<file path="config.mk">
export PLATFORM = sky130hd
export DESIGN_NAME = icache_boot_ctrl
export DESIGN_NICKNAME = d
export VERILOG_FILES = /design/src/rtl/icache_boot_ctrl_pkg.sv /design/src/rtl/icache_boot_ctrl_word_counter.sv /design/src/rtl/icache_boot_ctrl.sv
export SDC_FILE = /design/constraint.sdc
export NUM_CORES = 1
export LEC_CHECK = 0
export ABC_AREA = 1
export BUFFER_PORTS_ARGS = -buffer_cell sky130_fd_sc_hd__buf_2
export CAP_MARGIN = 10
export CELL_PAD_IN_SITES_DETAIL_PLACEMENT = 1
export CELL_PAD_IN_SITES_GLOBAL_PLACEMENT = 1
export CORE_UTILIZATION = 37
export CTS_CLUSTER_DIAMETER = 200
export DETAILED_ROUTE_END_ITERATION = 10
export PLACE_DENSITY = 0.88
export SLEW_MARGIN = 40
export SYNTH_ARGS = -nofsm -noshare
export SYNTH_HDL_FRONTEND = slang
export SYNTH_HIERARCHICAL = 1
export SYNTH_SLANG_ARGS = --single-unit
</file>
<file path="constraint.sdc">
create_clock -name clk -period 2.8 [get_ports clk]
set_clock_uncertainty 0.1 [all_clocks]
set_input_delay 0.14 -clock clk [delete_from_list [all_inputs] [get_ports clk]]
set_output_delay 0.14 -clock clk [all_outputs]
set_load 0.05 [all_outputs]
</file>
<file path="src/rtl/icache_boot_ctrl_pkg.sv">
// Shared definitions for the icache boot controller: default icache geometry and
// the boot sequencer state encoding.
package icache_boot_ctrl_pkg;

  localparam int unsigned ICACHE_ADDR_W = 8;
  localparam int unsigned INSN_W        = 32;

  typedef enum logic [2:0] {
    BOOT_IDLE    = 3'd0,
    BOOT_LOAD    = 3'd1,
    BOOT_FLUSH   = 3'd2,
    BOOT_RELEASE = 3'd3,
    BOOT_DONE    = 3'd4,
    BOOT_FAIL    = 3'd5
  } boot_state_e;

endpackage

</file>
<file path="src/rtl/icache_boot_ctrl_word_counter.sv">
// Boot word counter: loadable up-counter holding the image length, with a
// terminal-count compare. With TcOnFull=0 tc flags that the next increment reaches
// len; with TcOnFull=1 tc flags that cnt already equals len (trailing word pending).
module icache_boot_ctrl_word_counter #(
  parameter int unsigned ADDR_W   = 8,
  parameter bit          TcOnFull = 1'b0
) (
  input  logic              clk,
  input  logic              rst_n,
  input  logic              load,
  input  logic [ADDR_W:0]   len,
  input  logic              inc,
  output logic [ADDR_W-1:0] addr,
  output logic              tc
);

  logic [ADDR_W:0] cnt_q;
  logic [ADDR_W:0] len_q;
  logic [ADDR_W:0] cnt_plus;

  assign cnt_plus = cnt_q + (ADDR_W + 1)'(1);

  // Counter and latched length; load clears the count for a new image.
  always_ff @(posedge clk or negedge rst_n) begin
    if (!rst_n) begin
      cnt_q <= '0;
      len_q <= '0;
    end else if (load) begin
      cnt_q <= '0;
      len_q <= len;
    end else if (inc) begin
      cnt_q <= cnt_plus;
    end
  end

  assign addr = cnt_q[ADDR_W-1:0];
  assign tc   = TcOnFull ? (cnt_q == len_q) : (cnt_plus == len_q);

endmodule

</file>
<file path="src/rtl/icache_boot_ctrl.sv">
// icache boot controller: streams a code image from a valid/ready word source into
// the icache boot write port, holding the CPU pipeline in reset until loaded.
// Optional feature macro BOOT_CHECKSUM_EN: a trailing word carrying the 32-bit
// wrap-around sum of the image is accepted and checked before releasing the CPU.
module icache_boot_ctrl
  import icache_boot_ctrl_pkg::*;
#(
  parameter int unsigned ADDR_W  = ICACHE_ADDR_W,
  parameter int unsigned DATA_W  = INSN_W,
  parameter int unsigned MAX_LEN = 256
) (
  input  logic              clk,
  input  logic              rst_n,
  input  logic              start,
  input  logic [ADDR_W:0]   code_len,
  input  logic              in_valid,
  input  logic [DATA_W-1:0] in_data,
  output logic              in_ready,
  output logic              boot_up,
  output logic              boot_web,
  output logic [ADDR_W-1:0] boot_addr,
  output logic [DATA_W-1:0] boot_datai,
  output logic              cpu_rst_n,
  output logic              done,
  output logic              err
);

`ifdef BOOT_CHECKSUM_EN
  localparam bit TcOnFull = 1'b1;
`else
  localparam bit TcOnFull = 1'b0;
`endif

  boot_state_e state_q, state_d;
  logic              in_ready_q, in_ready_d;
  logic              boot_up_q, boot_up_d;
  logic              boot_web_q, boot_web_d;
  logic [ADDR_W-1:0] boot_addr_q, boot_addr_d;
  logic [DATA_W-1:0] boot_datai_q, boot_datai_d;
  logic              cpu_rst_n_q, cpu_rst_n_d;
  logic              done_q, done_d;
  logic              err_q, err_d;
  // Extra RELEASE cycle so the icache address mux settles on the PC before reset lifts.
  logic              settle_q, settle_d;
`ifdef BOOT_CHECKSUM_EN
  logic [DATA_W-1:0] sum_q, sum_d;
`endif

  logic              cnt_load;
  logic              cnt_inc;
  logic [ADDR_W-1:0] cnt_addr;
  logic              cnt_tc;
  logic              hs;
  logic              len_ok;

  assign hs     = in_valid & in_ready_q;
  assign len_ok = (code_len != '0) && (32'(code_len) <= MAX_LEN);

  icache_boot_ctrl_word_counter #(
    .ADDR_W   (ADDR_W),
    .TcOnFull (TcOnFull)
  ) u_word_counter (
    .clk  (clk),
    .rst_n(rst_n),
    .load (cnt_load),
    .len  (code_len),
    .inc  (cnt_inc),
    .addr (cnt_addr),
    .tc   (cnt_tc)
  );

  // Next-state and next-output logic; every output is registered.
  always_comb begin
    state_d      = state_q;
    in_ready_d   = in_ready_q;
    boot_up_d    = boot_up_q;
    boot_web_d   = 1'b1;
    boot_addr_d  = boot_addr_q;
    boot_datai_d = boot_datai_q;
    cpu_rst_n_d  = cpu_rst_n_q;
    done_d       = done_q;
    err_d        = err_q;
    settle_d     = settle_q;
    cnt_load     = 1'b0;
    cnt_inc      = 1'b0;
`ifdef BOOT_CHECKSUM_EN
    sum_d        = sum_q;
`endif
    unique case (state_q)
      BOOT_IDLE, BOOT_DONE, BOOT_FAIL: begin
        if (start) begin
          done_d      = 1'b0;
          cpu_rst_n_d = 1'b0;
          if (len_ok) begin
            state_d    = BOOT_LOAD;
            cnt_load   = 1'b1;
            in_ready_d = 1'b1;
            boot_up_d  = 1'b1;
            err_d      = 1'b0;
`ifdef BOOT_CHECKSUM_EN
            sum_d      = '0;
`endif
          end else begin
            state_d    = BOOT_FAIL;
            in_ready_d = 1'b0;
            boot_up_d  = 1'b0;
            err_d      = 1'b1;
          end
        end
      end
      BOOT_LOAD: begin
        if (hs) begin
`ifdef BOOT_CHECKSUM_EN
          if (!cnt_tc) begin
            boot_web_d   = 1'b0;
            boot_addr_d  = cnt_addr;
            boot_datai_d = in_data;
            cnt_inc      = 1'b1;
            sum_d        = sum_q + in_data;
          end else begin
            // Checksum word: compared, never written to the icache.
            in_ready_d   = 1'b0;
            boot_addr_d  = '0;
            boot_datai_d = '0;
            if (in_data == sum_q) begin
              state_d = BOOT_FLUSH;
            end else begin
              state_d   = BOOT_FAIL;
              boot_up_d = 1'b0;
              err_d     = 1'b1;
            end
          end
`else
          boot_web_d   = 1'b0;
          boot_addr_d  = cnt_addr;
          boot_datai_d = in_data;
          cnt_inc      = 1'b1;
          if (cnt_tc) begin
            state_d    = BOOT_FLUSH;
            in_ready_d = 1'b0;
          end
`endif
        end
      end
      BOOT_FLUSH: begin
        state_d      = BOOT_RELEASE;
        boot_addr_d  = '0;
        boot_datai_d = '0;
        boot_up_d    = 1'b0;
        settle_d     = 1'b0;
      end
      BOOT_RELEASE: begin
        if (!settle_q) begin
          settle_d = 1'b1;
        end else begin
          state_d     = BOOT_DONE;
          cpu_rst_n_d = 1'b1;
          done_d      = 1'b1;
        end
      end
      default: state_d = BOOT_IDLE;
    endcase
  end

  // State and output registers.
  always_ff @(posedge clk or negedge rst_n) begin
    if (!rst_n) begin
      state_q      <= BOOT_IDLE;
      in_ready_q   <= 1'b0;
      boot_up_q    <= 1'b0;
      boot_web_q   <= 1'b1;
      boot_addr_q  <= '0;
      boot_datai_q <= '0;
      cpu_rst_n_q  <= 1'b0;
      done_q       <= 1'b0;
      err_q        <= 1'b0;
      settle_q     <= 1'b0;
`ifdef BOOT_CHECKSUM_EN
      sum_q        <= '0;
`endif
    end else begin
      state_q      <= state_d;
      in_ready_q   <= in_ready_d;
      boot_up_q    <= boot_up_d;
      boot_web_q   <= boot_web_d;
      boot_addr_q  <= boot_addr_d;
      boot_datai_q <= boot_datai_d;
      cpu_rst_n_q  <= cpu_rst_n_d;
      done_q       <= done_d;
      err_q        <= err_d;
      settle_q     <= settle_d;
`ifdef BOOT_CHECKSUM_EN
      sum_q        <= sum_d;
`endif
    end
  end

  assign in_ready   = in_ready_q;
  assign boot_up    = boot_up_q;
  assign boot_web   = boot_web_q;
  assign boot_addr  = boot_addr_q;
  assign boot_datai = boot_datai_q;
  assign cpu_rst_n  = cpu_rst_n_q;
  assign done       = done_q;
  assign err        = err_q;

endmodule
</file>
# --- After elaboration in Yosys (flattened, before gate mapping) ---
# Index checks and enable logic that the tools add are counted.
word_totals:
  memories: 0
  rom_bits: 0
  mem_bits_rw: 0
  latch_bits: 0
  reg_bits: 67
  inputBits: 45
classes:
  muxes: 29
  shifts: 0
  order_cmp: 1
  bitwise_logic: 1
  multipliers: 0
  n_eq_ne: 10
  reduce_logical: 16
  div: 0
  add_sub_neg: 1
op_table:
  columns: ["operator", "n"]
  rows:
  - ["32-bit case mux with 2 select lines", 1]
  - ["32-bit two-way mux", 1]
  - ["9-bit two-way mux", 2]
  - ["8-bit case mux with 2 select lines", 1]
  - ["3-bit two-way mux", 5]
  - ["1-bit two-way mux", 13]
  - ["3-bit case mux with 4 select lines", 1]
  - ["2-bit nonzero test", 6]
  - ["9-bit by 1-bit adder with 9-bit output (second input constant)", 1]
  - ["9-bit == test", 1]
  - ["9-bit <= comparator (second input constant)", 1]
  - ["9-bit nonzero test", 1]
  - ["8-bit two-way mux", 1]
  - ["2-bit != test (second input constant)", 4]
  - ["1-bit case mux with 2 select lines", 4]
  - ["4-bit AND reduction", 2]
  - ["3-bit by 2-bit == test with 1-bit output (second input constant)", 2]
  - ["3-bit == test (second input constant)", 2]
  - ["2-bit AND reduction", 3]
  - ["3-bit by 1-bit == test with 1-bit output (second input constant)", 1]
  - ["3-bit zero test", 1]
  - ["3-bit AND reduction", 1]
  - ["3-bit OR reduction", 1]
  - ["1-bit bitwise AND", 1]
  - ["1-bit logical AND", 1]

# --- Depth between registers and ports, before layout ---
# Gate-level depths: netlist of the first run.
depth:
  ltp_word: 6
  mapped_depth: 17
  mapped_depth_nobuf: 17

# --- Cells and area by module ---
# The synthesis of the first run kept the hierarchy.
modules_own_cells:
  columns: ["mod", "area_per_inst_um2", "cells_per_inst", "seq_area_each_um2", "instances"]
  rows:
  - ["icache_boot_ctrl", 2078.2, 241, 1227.4, 1]
  - ["icache_boot_ctrl_word_counter", 1089.8, 155, 450.4, 1]

# --- Worst setup path after synthesis of the first run ---
# Ideal clock, no wire load.
synth_timing:
  path_type: "reg2reg"
  startpoint: "reg u_word_counter.cnt_q[0]"
  endpoint: "reg state_q[2]"
  setup_slack_ps: 862
  path_buffers: 0
  path_stages_with_launch: 15
  period_less_slack_ps: 1938
  required_time_ps: 2623
  arrival_time_ps: 1761
  path_cell_list: "dfrtp_1 ha_1 xnor2_1 nand2_1 nor2_1 nand2_1 nor2_1 nand2_1 nor2_1 inv_1 o21ai_0 nand2_1 inv_1 nor2_1 a21oi_1"
synth_via:
  elab_chain_len: 4
synth_lines:
  columns: ["element", "line_no", "rtl"]
  rows:
  - ["start: declaration", "icache_boot_ctrl_word_counter.sv:17", "logic [ADDR_W:0] cnt_q;"]
  - ["start signal: assignment", "icache_boot_ctrl_word_counter.sv:32", "cnt_q <= cnt_plus;"]
  - ["9-bit by 1-bit adder with 9-bit output", "icache_boot_ctrl_word_counter.sv:21", "assign cnt_plus = cnt_q + (ADDR_W + 1)'(1);"]
  - ["9-bit == test", "icache_boot_ctrl_word_counter.sv:37", "assign tc = TcOnFull ? (cnt_q == len_q) : (cnt_plus == len_q);"]
  - ["named net cnt_tc", "icache_boot_ctrl.sv:52", "logic cnt_tc;"]
  - ["2-bit != test (no source line)", null, null]
  - ["4-bit AND reduction (no source line)", null, null]
  - ["end signal: assignment", "icache_boot_ctrl.sv:182", "state_q <= state_d;"]
  - ["end: declaration", "icache_boot_ctrl.sv:34", "boot_state_e state_q, state_d;"]
# The timed path passes the listed nets, and every way through them passes these cells.
# A chain may end at the register's enable or synchronous reset.

# --- Worst setup path in the final report of the first run ---
layout_timing:
  startpoint: "reg u_word_counter.cnt_q[1]"
  endpoint: "reg state_q[2]"
# Same word-level chain as after synthesis.

==> impl_metrics.json, run 1 <==
{
  "period_share_pct": 83.0,
  "drive_gt1_share_pct": 23.0,
  "switchingPower_uw": 2100,
  "met3_usage_pct": 4.27,
  "drt_pre_antenna_iters": 4,
  "setup_tns_ns": 0,
  "syn_area_um2": 3170,
  "rsz0062_at_grt": "false",
  "root_buffer": "clkbuf_8",
  "startpoint": "u_word_counter/cnt_q[1]$_DFFE_PN0P_",
  "die_area_um2": 8940,
  "finalHoldViolations": 0,
  "slew_viol_final": 0,
  "die_w_um": 94.5,
  "cts.sinks": 67,
  "synth_area_per_cell_um2": 8.00,
  "grt_pass1_vias": 3263,
  "grt-busiest-layer": "met2",
  "cts_resized": 0,
  "cp.required_ns": 2.97,
  "max_clock_freq_ghz": 0.430,
  "synthCells": 396,
  "num_io_pins": 91,
  "cp.depth": 15,
  "start_util_pct": 38.4,
  "final_antenna_net_count": 0,
  "n_antenna_cell": 0,
  "post-cts-setup-buffers": 0,
  "synth.distinct_cells": 25,
  "dp_hpwl_um": 5990,
  "vias_per_cell": 4.81,
  "setup_violations": 0,
  "clkTransAtPathRegs_ns": 0.08,
  "drt_iter0_drc": 88,
  "tightest_slew_ns": 0.718,
  "use_met2_pct": 41.3,
  "num_rows": 33,
  "critical_path.most_common_cell": "nand2_1",
  "worstSkewPairLatency_ns": 0.35,
  "gr-usage-all-layers_pct": 22.5,
  "postCtsHoldBufs": 42,
  "crit_path_cell_trace": "ha_1 > nand3_1 > o21ai_2 > nand2_1 > nand2_1 > nand2_1 > nor2_1 > nand2_1 > nor2_1 > inv_1 > o21ai_0 > nand2_1 > inv_1 > nor2_1 > a21oi_1",
  "cts_buffers": 9,
  "critPathBufInv": 2,
  "r2r_end": "state_q[2]$_DFFE_PN0P_",
  "power.share.sequential_pct": 33.6,
  "hold_ws_ns": 0.0646,
  "switching_share_pct": 46.8,
  "max_cap_viol_count": 0,
  "antenna_found_initial": 0,
  "synth_warnings": 6,
  "cp_top_family": "simple AND/OR/NAND/NOR gates",
  "seq_area_frac_synth_pct": 53.0,
  "gr-total-overflow": 0,
  "slowest_delay_ns": 0.43,
  "fp.coreArea_um2": 8260,
  "clk_path_buf_depth": 2,
  "cp-end-kind": "flip-flop",
  "maxSlewHeadroom_pct": 52.0,
  "die_h_um": 94.5,
  "cts_tree": "done",
  "area_growth_pct": 35.1,
  "vdd_drop_max_v": 0.000513,
  "crit_type": "reg -> reg",
  "status": "finished, final reports clean",
  "path_max_fanout": 5,
  "worstPathArrival_ns": 2.49,
  "p_comb_share_pct": 44.4,
  "cp_slowest_cell": "dfrtp_1",
  "htree_levels": 3,
  "synth_nets": 442,
  "critPathLaunchType": "flip-flop",
  "min-delay-start": "start",
  "grt_pass1_wl_um": 15300,
  "synth-seq-cells": 67,
  "min_period_ns": 2.32,
  "nets": 566,
  "crit_path_end": "state_q[2]$_DFFE_PN0P_",
  "intPower_uw": 2380,
  "reg2reg_slack_ns": 0.48,
  "wl_um": 9480,
  "via_count": 3032,
  "reg2reg_from": "u_word_counter/cnt_q[1]$_DFFE_PN0P_",
  "gp_congestion": 0.845,
  "powerDensity_nw_per_um2": 1050,
  "use_met1_pct": 25.7,
  "routedWlPerCell_um": 15.0,
  "drc": 0,
  "grt_max_degree": 43,
  "port_buffers": 90,
  "worst_r2r_path_depth": 15,
  "timing.hold.worst.class": "in -> reg",
  "pwr-share-clk_pct": 22.0,
  "p_leak_uw": 0.00236
}
-- stage by stage --
stage	std cells	instance area (um2)	util [%]	worst slack, ns	power, uW
floorplan	396	3170	-	0.862	2960
global placement	572	3620	43.8	0.690	3370
detailed placement	572	3620	43.8	0.557	3450
CTS	630	4280	51.8	0.442	4500
global route	630	4280	51.8	0.221	4740
finish	630	4280	51.8	0.476	4480
-- layer usage --
layer | vias to the layer above | part of all wire (%)
met1 | 1452 | 42
met4 | 0 | 1.7
li1 | 1480 | -
met3 | 14 | 3.9
met2 | 86 | 52
met5 | - | 0
-- cells by family (layout without fill, tap and decap cells) --
kind of cell,count (synthesis),in the layout,share of synthesized area (%)
flip-flops,67,67,53.0
AO/OA/AOI/OAI,24,24,4.27
buffers and inverters,59,188,9.32
AND/OR/NAND/NOR,243,243,32.5
XOR/XNOR,2,2,0.553
adder cells (fa/ha/maj),1,1,0.395
-- worst min-delay path: cells and delay by family --
family / cells / cell delay (ns)
AND/OR/NAND/NOR: 1 / 0.09
buffers and inverters: 1 / 0.11
AO/OA/AOI/OAI: 1 / 0.14
-- flip-flops by register name (all words and copies together), names as in the netlist --
register,flops
err,1
settle_q,1
done,1
u_word_counter/len_q,9
state_q,3
in_ready,1
boot_addr,8
boot_web,1
boot_up,1
boot_datai,32
u_word_counter/cnt_q,9
-- layout by cell type (no fill, tap or decap), drive strengths merged --
| cell | n |
|---|---|
| dfstp | 1 |
| clkinv | 2 |
| o21ai | 16 |
| xor2 | 1 |
| buf | 93 |
| nand2 | 159 |
| nor2 | 23 |
| dlygate4sd3 | 42 |
| a21oi | 2 |
| o21a | 1 |
| ha | 1 |
| inv | 37 |
| clkinvlp | 1 |
| o22ai | 4 |
| dfrtp | 66 |
| bufinv | 3 |
| a22o | 1 |
| nand3 | 60 |
| xnor2 | 1 |
| and2 | 1 |
| clkbuf | 10 |
-- worst min-delay path by stage --
| stage | end | slack (ns) | cells past startpoint |
|---|---|---|---|
| finish | done$_DFFE_PN0P_ | 0.06 | 3 |
| global route | done$_DFFE_PN0P_ | 0.08 | 3 |
| CTS | done$_DFFE_PN0P_ | 0.05 | 3 |
| detailed placement | boot_datai[31]$_DFFE_PN0P_ | 0.07 | 1 |
| global placement | boot_datai[24]$_DFFE_PN0P_ | 0.06 | 1 |
| floorplan | boot_addr[0]$_DFFE_PN0P_ | -0.26 | 0 |
-- final cells by class --
class	count	area [um2]
Clock inverter	6	115
Multi-Input combinational cell	270	1190
Clock buffer	10	128
Inverter	37	139
Timing Repair Buffer	135	893
Fill cell	1038	3980
Tap cell	105	131
Sequential cell	67	1680
-- power by group through the flow --
stage,logic [uW],registers [uW],clock network (uW)
finish,1990,1500,985
global route,2150,1550,1050
CTS,1990,1500,1010
detailed placement,1930,1520,0
global placement,1870,1490,0
floorplan,645,2320,0
-- cell usage after synthesis --
library cell / n / area, um2
a21oi_1: 2 / 10.0
a22o_1: 1 / 8.76
and2_1: 1 / 6.26
buf_2: 8 / 40.0
buf_4: 9 / 67.6
buf_6: 4 / 45.0
clkbuf_1: 1 / 3.75
dfrtp_1: 66 / 1650
dfstp_2: 1 / 26.3
ha_1: 1 / 12.5
inv_1: 34 / 128
inv_2: 3 / 11.3
nand2_1: 158 / 593
nand2_2: 1 / 6.26
nand3_1: 58 / 290
nand3_2: 2 / 20.0
nor2_1: 18 / 67.6
nor2_2: 2 / 12.5
nor2_4: 3 / 33.8
o21a_1: 1 / 7.51
o21ai_0: 15 / 75.1
o21ai_2: 1 / 8.76
o22ai_1: 4 / 25.0
xnor2_1: 1 / 8.76
xor2_1: 1 / 8.76
Power figures use the tool's default switching activity.
==> run 2: changes to the inputs <==
==> constraint.sdc (replaced) <==
create_clock -name clk -period 2.4 [get_ports clk]
set_clock_uncertainty 0.1 [all_clocks]
set_input_delay 0.12 -clock clk [delete_from_list [all_inputs] [get_ports clk]]
set_output_delay 0.12 -clock clk [all_outputs]
set_load 0.05 [all_outputs]
==> run 2 against run 1 <==
Effect of this change:
- flip-flop and latch count unchanged
- worst setup slack lost 0.27 ns
- combinational power rose by 18%
- worst hold slack worse by 0.00090 ns
- routed wire length increased by 0.77%
- maximum frequency increased by 5.9%
- non-clock buffer count increased by 8
- clock power grew 29%
- critical path depth grew 1
- register-to-register slack lost 0.27 ns
- critical endpoint unchanged
- largest cell class unchanged
==> impl_metrics.json, run 2 (synthesized netlist as in run 1, its figures left out) <==
{
  "gr-usage-all-layers_pct": 22.2,
  "routedWlPerCell_um": 15.0,
  "dp_slack_ns": 0.181,
  "hold_ws_ns": 0.0637,
  "final_antenna_net_count": 0,
  "cp.required_ns": 2.56,
  "reg2reg_slack_ns": 0.21,
  "timing.hold.worst.class": "in -> reg",
  "clk_path_buf_depth": 2,
  "slew_viol_final": 0,
  "grt_pass1_wl_um": 15100,
  "drt_iter0_drc": 168,
  "mostFrequentLayoutCells": "nand2_1 (158), buf_2 (89), dfrtp_1 (64)",
  "setup_violations": 0,
  "wl_um": 9550,
  "cp-end-kind": "flip-flop",
  "max_cap_viol_count": 0,
  "die_w_um": 94.5,
  "tightest_slew_ns": 0.749,
  "setup_tns_ns": 0,
  "p_leak_uw": 0.00241,
  "critPathLaunchType": "flip-flop",
  "gr-total-overflow": 0,
  "use_met1_pct": 27.1,
  "powerDensity_nw_per_um2": 1230,
  "min_period_ns": 2.19,
  "crit_type": "reg -> reg",
  "num_io_pins": 91,
  "power.total_uw": 5370,
  "maxSlewHeadroom_pct": 50.1,
  "die_area_um2": 8940,
  "drive_gt1_share_pct": 25.1,
  "drc": 0,
  "finalHoldViolations": 0,
  "rsz0062_at_grt": "false",
  "status": "finished, final reports clean",
  "clkTransAtPathRegs_ns": 0.07,
  "drt_pre_antenna_iters": 4,
  "nets": 574,
  "cts_tree": "done",
  "met3_usage_pct": 3.62,
  "vdd_drop_max_v": 0.000667,
  "num_rows": 33,
  "fin_ws_ns": 0.206,
  "layout_commonest_cell": "nand2_1",
  "vias_per_cell": 4.88,
  "max_clock_freq_ghz": 0.456,
  "fp.coreArea_um2": 8260,
  "grt-busiest-layer": "met2",
  "period_share_pct": 91.4,
  "start_util_pct": 38.4,
  "port_buffers": 90,
  "largest_reg_flops": 32,
  "worstPathArrival_ns": 2.36,
  "gp_congestion": 0.853,
  "worstSkewPairLatency_ns": 0.34,
  "n_antenna_cell": 0,
  "grt_max_degree": 42,
  "place_area_um2": 3640,
  "antenna_found_initial": 0,
  "dp_hpwl_um": 6010,
  "via_count": 3113,
  "use_met2_pct": 39.6,
  "area_growth_pct": 38.2,
  "htree_levels": 3,
  "cts_buffers": 9,
  "grt_pass1_vias": 3244,
  "path_max_fanout": 4,
  "final_cell_area_um2": 4380,
  "cts.sinks": 67,
  "root_buffer": "clkbuf_8",
  "die_h_um": 94.5
}
-- run 2: changes by cell type in the layout (fill, tap and decap cells not counted), sizes merged --
cell	previous run	this run
buf	93	101
bufinv	3	4
clkbuf	10	9
clkinv	2	0
clkinvlp	1	0
inv	37	40
-- run 2: area by class of cell --
type,instances,area (um2)
Clock buffer,9,124
Clock inverter,7,146
Fill cell,1023,3880
Inverter,37,139
Multi-Input combinational cell,270,1200
Sequential cell,67,1680
Tap cell,105,131
Timing Repair Buffer,143,956
-- run 2: routing by layer --
layer | up-vias | part of all wire [%]
met2 | 88 | 50
met1 | 1505 | 44
met3 | 15 | 4.4
met4 | 0 | 1.5
met5 | - | 0
li1 | 1505 | -
-- run 2: where the power goes --
group	internal [uW]	switching, uW
clock network	807	468
registers	1520	231
logic	595	1750
total	2920	2450
-- run 2: what timing repair did --
action                                  CTS  global route
endpoints found under the hold margin    79             0
resized for setup                         0             5
hold buffers                             42             0
endpoints found under the setup margin    0             4
buffers inserted                          0             5
-- run 2: worst paths after layout --
path	startpoint	end	cells past startpoint
setup / recovery	u_word_counter/cnt_q[0]$_DFFE_PN0P_	state_q[2]$_DFFE_PN0P_	16
hold / removal	start	state_q[0]$_DFFE_PN0P_	5
setup reg to reg	u_word_counter/cnt_q[0]$_DFFE_PN0P_	state_q[2]$_DFFE_PN0P_	16
hold reg to reg	boot_up$_DFFE_PN0P_	boot_up$_DFFE_PN0P_	2
max in group asynchronous	rst_n	u_word_counter/cnt_q[1]$_DFFE_PN0P_	3
min in group asynchronous	rst_n	boot_datai[24]$_DFFE_PN0P_	2
-- run 2: through the flow --
stage | utilization [%] | instances
after floorplan | - | 396
after global placement | 44.1 | 575
after detailed placement | 44.1 | 575
after CTS | 52.5 | 633
after global routing | 53.0 | 638
final | 53.0 | 638
-- run 2: worst max-delay path, cell delays in order, from the launching register on --
cell and delay (ns):
dfrtp_2 0.43, ha_2 0.20, nand3_1 0.14, inv_1 0.09
nand2_1 0.06, nand2_1 0.06, nand2_2 0.09, nor2_1 0.05
nor2_1 0.11, nand2_1 0.08, nor2_2 0.14, inv_1 0.06
o21ai_1 0.14, nand2_1 0.11, inv_1 0.08, nor2_1 0.05
a21oi_1 0.11
==> run 3: changes to the inputs <==
==> constraint.sdc (replaced) <==
create_clock -name clk -period 2.46 [get_ports clk]
set_clock_uncertainty 0.1 [all_clocks]
set_input_delay 0.123 -clock clk [delete_from_list [all_inputs] [get_ports clk]]
set_output_delay 0.123 -clock clk [all_outputs]
set_load 0.05 [all_outputs]
==> run 3 against run 2 <==
Effect of this change:
- clock-buffer cell count up 1
- sequential share of layout area up 0.29 points
- maximum frequency down 3.3%
- worst setup slack worse by 0.015 ns
- via count down 2.0%
- final area down 0.83%
==> impl_metrics.json, run 3 (synthesized netlist as in run 1, its figures left out) <==
{
  "worst_r2r_path_depth": 14,
  "cp.required_ns": 2.63,
  "drive_gt1_share_pct": 24.6,
  "period_share_pct": 92.2,
  "cts_buffers": 9,
  "drt_pre_antenna_iters": 4,
  "rsz0062_at_grt": "false",
  "die_w_um": 94.5,
  "nets": 570,
  "slowest_delay_ns": 0.44,
  "die_area_um2": 8940,
  "num_rows": 33,
  "grt_pass1_wl_um": 15300,
  "dp_slack_ns": 0.205,
  "p_leak_uw": 0.00239,
  "final_antenna_net_count": 0,
  "finalHoldViolations": 0,
  "critPathLaunchType": "flip-flop",
  "setup_violations": 0,
  "wl_um": 9270,
  "min_period_ns": 2.27,
  "max_cap_viol_count": 0,
  "holdPathStages": 5,
  "cts_tree": "done",
  "area_growth_pct": 37.0,
  "vias_per_cell": 4.81,
  "die_h_um": 94.5,
  "start_util_pct": 38.4,
  "slew_viol_final": 0,
  "clk_path_buf_depth": 2,
  "cp-end-kind": "flip-flop",
  "gr-total-overflow": 0,
  "grt_pass1_vias": 3200,
  "layout_commonest_cell": "nand2_1",
  "num_io_pins": 91,
  "powerDensity_nw_per_um2": 1180,
  "routedWlPerCell_um": 14.6,
  "max_clock_freq_ghz": 0.441,
  "htree_levels": 3,
  "worstPathArrival_ns": 2.44,
  "cts.sinks": 67,
  "largest_reg_flops": 32,
  "worstSkewPairLatency_ns": 0.34,
  "status": "finished, final reports clean",
  "gr-usage-all-layers_pct": 22.2,
  "mostFrequentLayoutCells": "nand2_1 (158), buf_2 (89), dfrtp_1 (65)",
  "fin_ws_ns": 0.191,
  "drc": 0,
  "fp.coreArea_um2": 8260,
  "crit_path_cell_trace": "ha_1 > xnor2_1 > nand2_1 > nor2_1 > nand2_1 > nor2_1 > nand2_1 > nor2_2 > inv_1 > o21ai_0 > nand2_1 > inv_2 > nor2_1 > a21oi_1",
  "timing.hold.worst.class": "in -> reg",
  "vdd_drop_max_v": 0.000597,
  "tightest_slew_ns": 0.707,
  "setup_tns_ns": 0,
  "drt_iter0_drc": 111,
  "port_buffers": 90,
  "cp_slowest_cell": "dfrtp_2",
  "dp_hpwl_um": 6080,
  "critical_path.most_common_cell": "nand2_1",
  "via_count": 3050,
  "maxSlewHeadroom_pct": 52.8,
  "crit_type": "reg -> reg",
  "antenna_found_initial": 0,
  "root_buffer": "clkbuf_8",
  "clkTransAtPathRegs_ns": 0.08,
  "n_antenna_cell": 0,
  "path_max_fanout": 5,
  "grt_max_degree": 42,
  "gp_congestion": 0.855
}
==> run 3: what timing repair did <==
action	CTS	global route
setup buffers	0	2
hold endpoints to repair	71	0
hold buffers	42	0
resized for setup	0	4
endpoints found under the setup margin	0	3
==> run 3: report_power, final <==
group / total (uW) / switching, uW / internal [uW] / leakage [uW]
clock: 1140 / 436 / 703 / 0.000126
combinational: 2280 / 1710 / 572 / 0.00139
sequential: 1720 / 236 / 1480 / 0.000870
==> run 3: per-stage QoR <==
stage	util [%]	power (uW)	cells	hold WS, ns	cell area [um2]
final	52.6	5140	634	0.0466	4340
after global routing	52.6	5450	634	0.0738	4340
after CTS	52.2	5140	632	0.0417	4310
after detailed placement	44.1	3930	574	0.131	3640
after global placement	44.1	3840	574	0.130	3640
after floorplan	-	3370	396	-0.273	3170
==> run 3: worst paths after layout <==
path	startpoint	to	slack (ns)
setup reg to reg	u_word_counter/cnt_q[0]$_DFFE_PN0P_	state_q[2]$_DFFE_PN0P_	0.19
min in group asynchronous	rst_n	boot_datai[31]$_DFFE_PN0P_	0.17
hold / removal	start	state_q[0]$_DFFE_PN0P_	0.05
hold reg to reg	boot_up$_DFFE_PN0P_	boot_up$_DFFE_PN0P_	0.38
max in group asynchronous	rst_n	u_word_counter/cnt_q[0]$_DFFE_PN0P_	1.54
setup / recovery	u_word_counter/cnt_q[0]$_DFFE_PN0P_	state_q[2]$_DFFE_PN0P_	0.19
==> run 3: critical path, delay by kind of cell, from the launching register on <==
kind                     cells  cell delay, ns
XOR/XNOR                     1            0.17
buffers and inverters        2            0.15
AO/OA/AOI/OAI                2            0.29
adder cells (fa/ha/maj)      1            0.33
flip-flops                   1            0.44
AND/OR/NAND/NOR              8            0.70
==> run 3: layer usage <==
metal,vias up,part of all wire (%),routed length [um],GRT usage [%]
met3,12,4.1,379,4.03
li1,1486,-,-,-
met5,-,0,0,0
met4,0,1.2,114,6.69
met1,1480,45,4140,27.1
met2,72,50,4630,39.6
==> run 3: cell type report <==
class	count	area (um2)
inverters	37	139
well taps	105	131
repair buffers	139	938
fillers	1025	3920
clock inverters	6	113
flip-flops and latches	67	1680
multi-input cells	270	1200
clock buffers	10	138
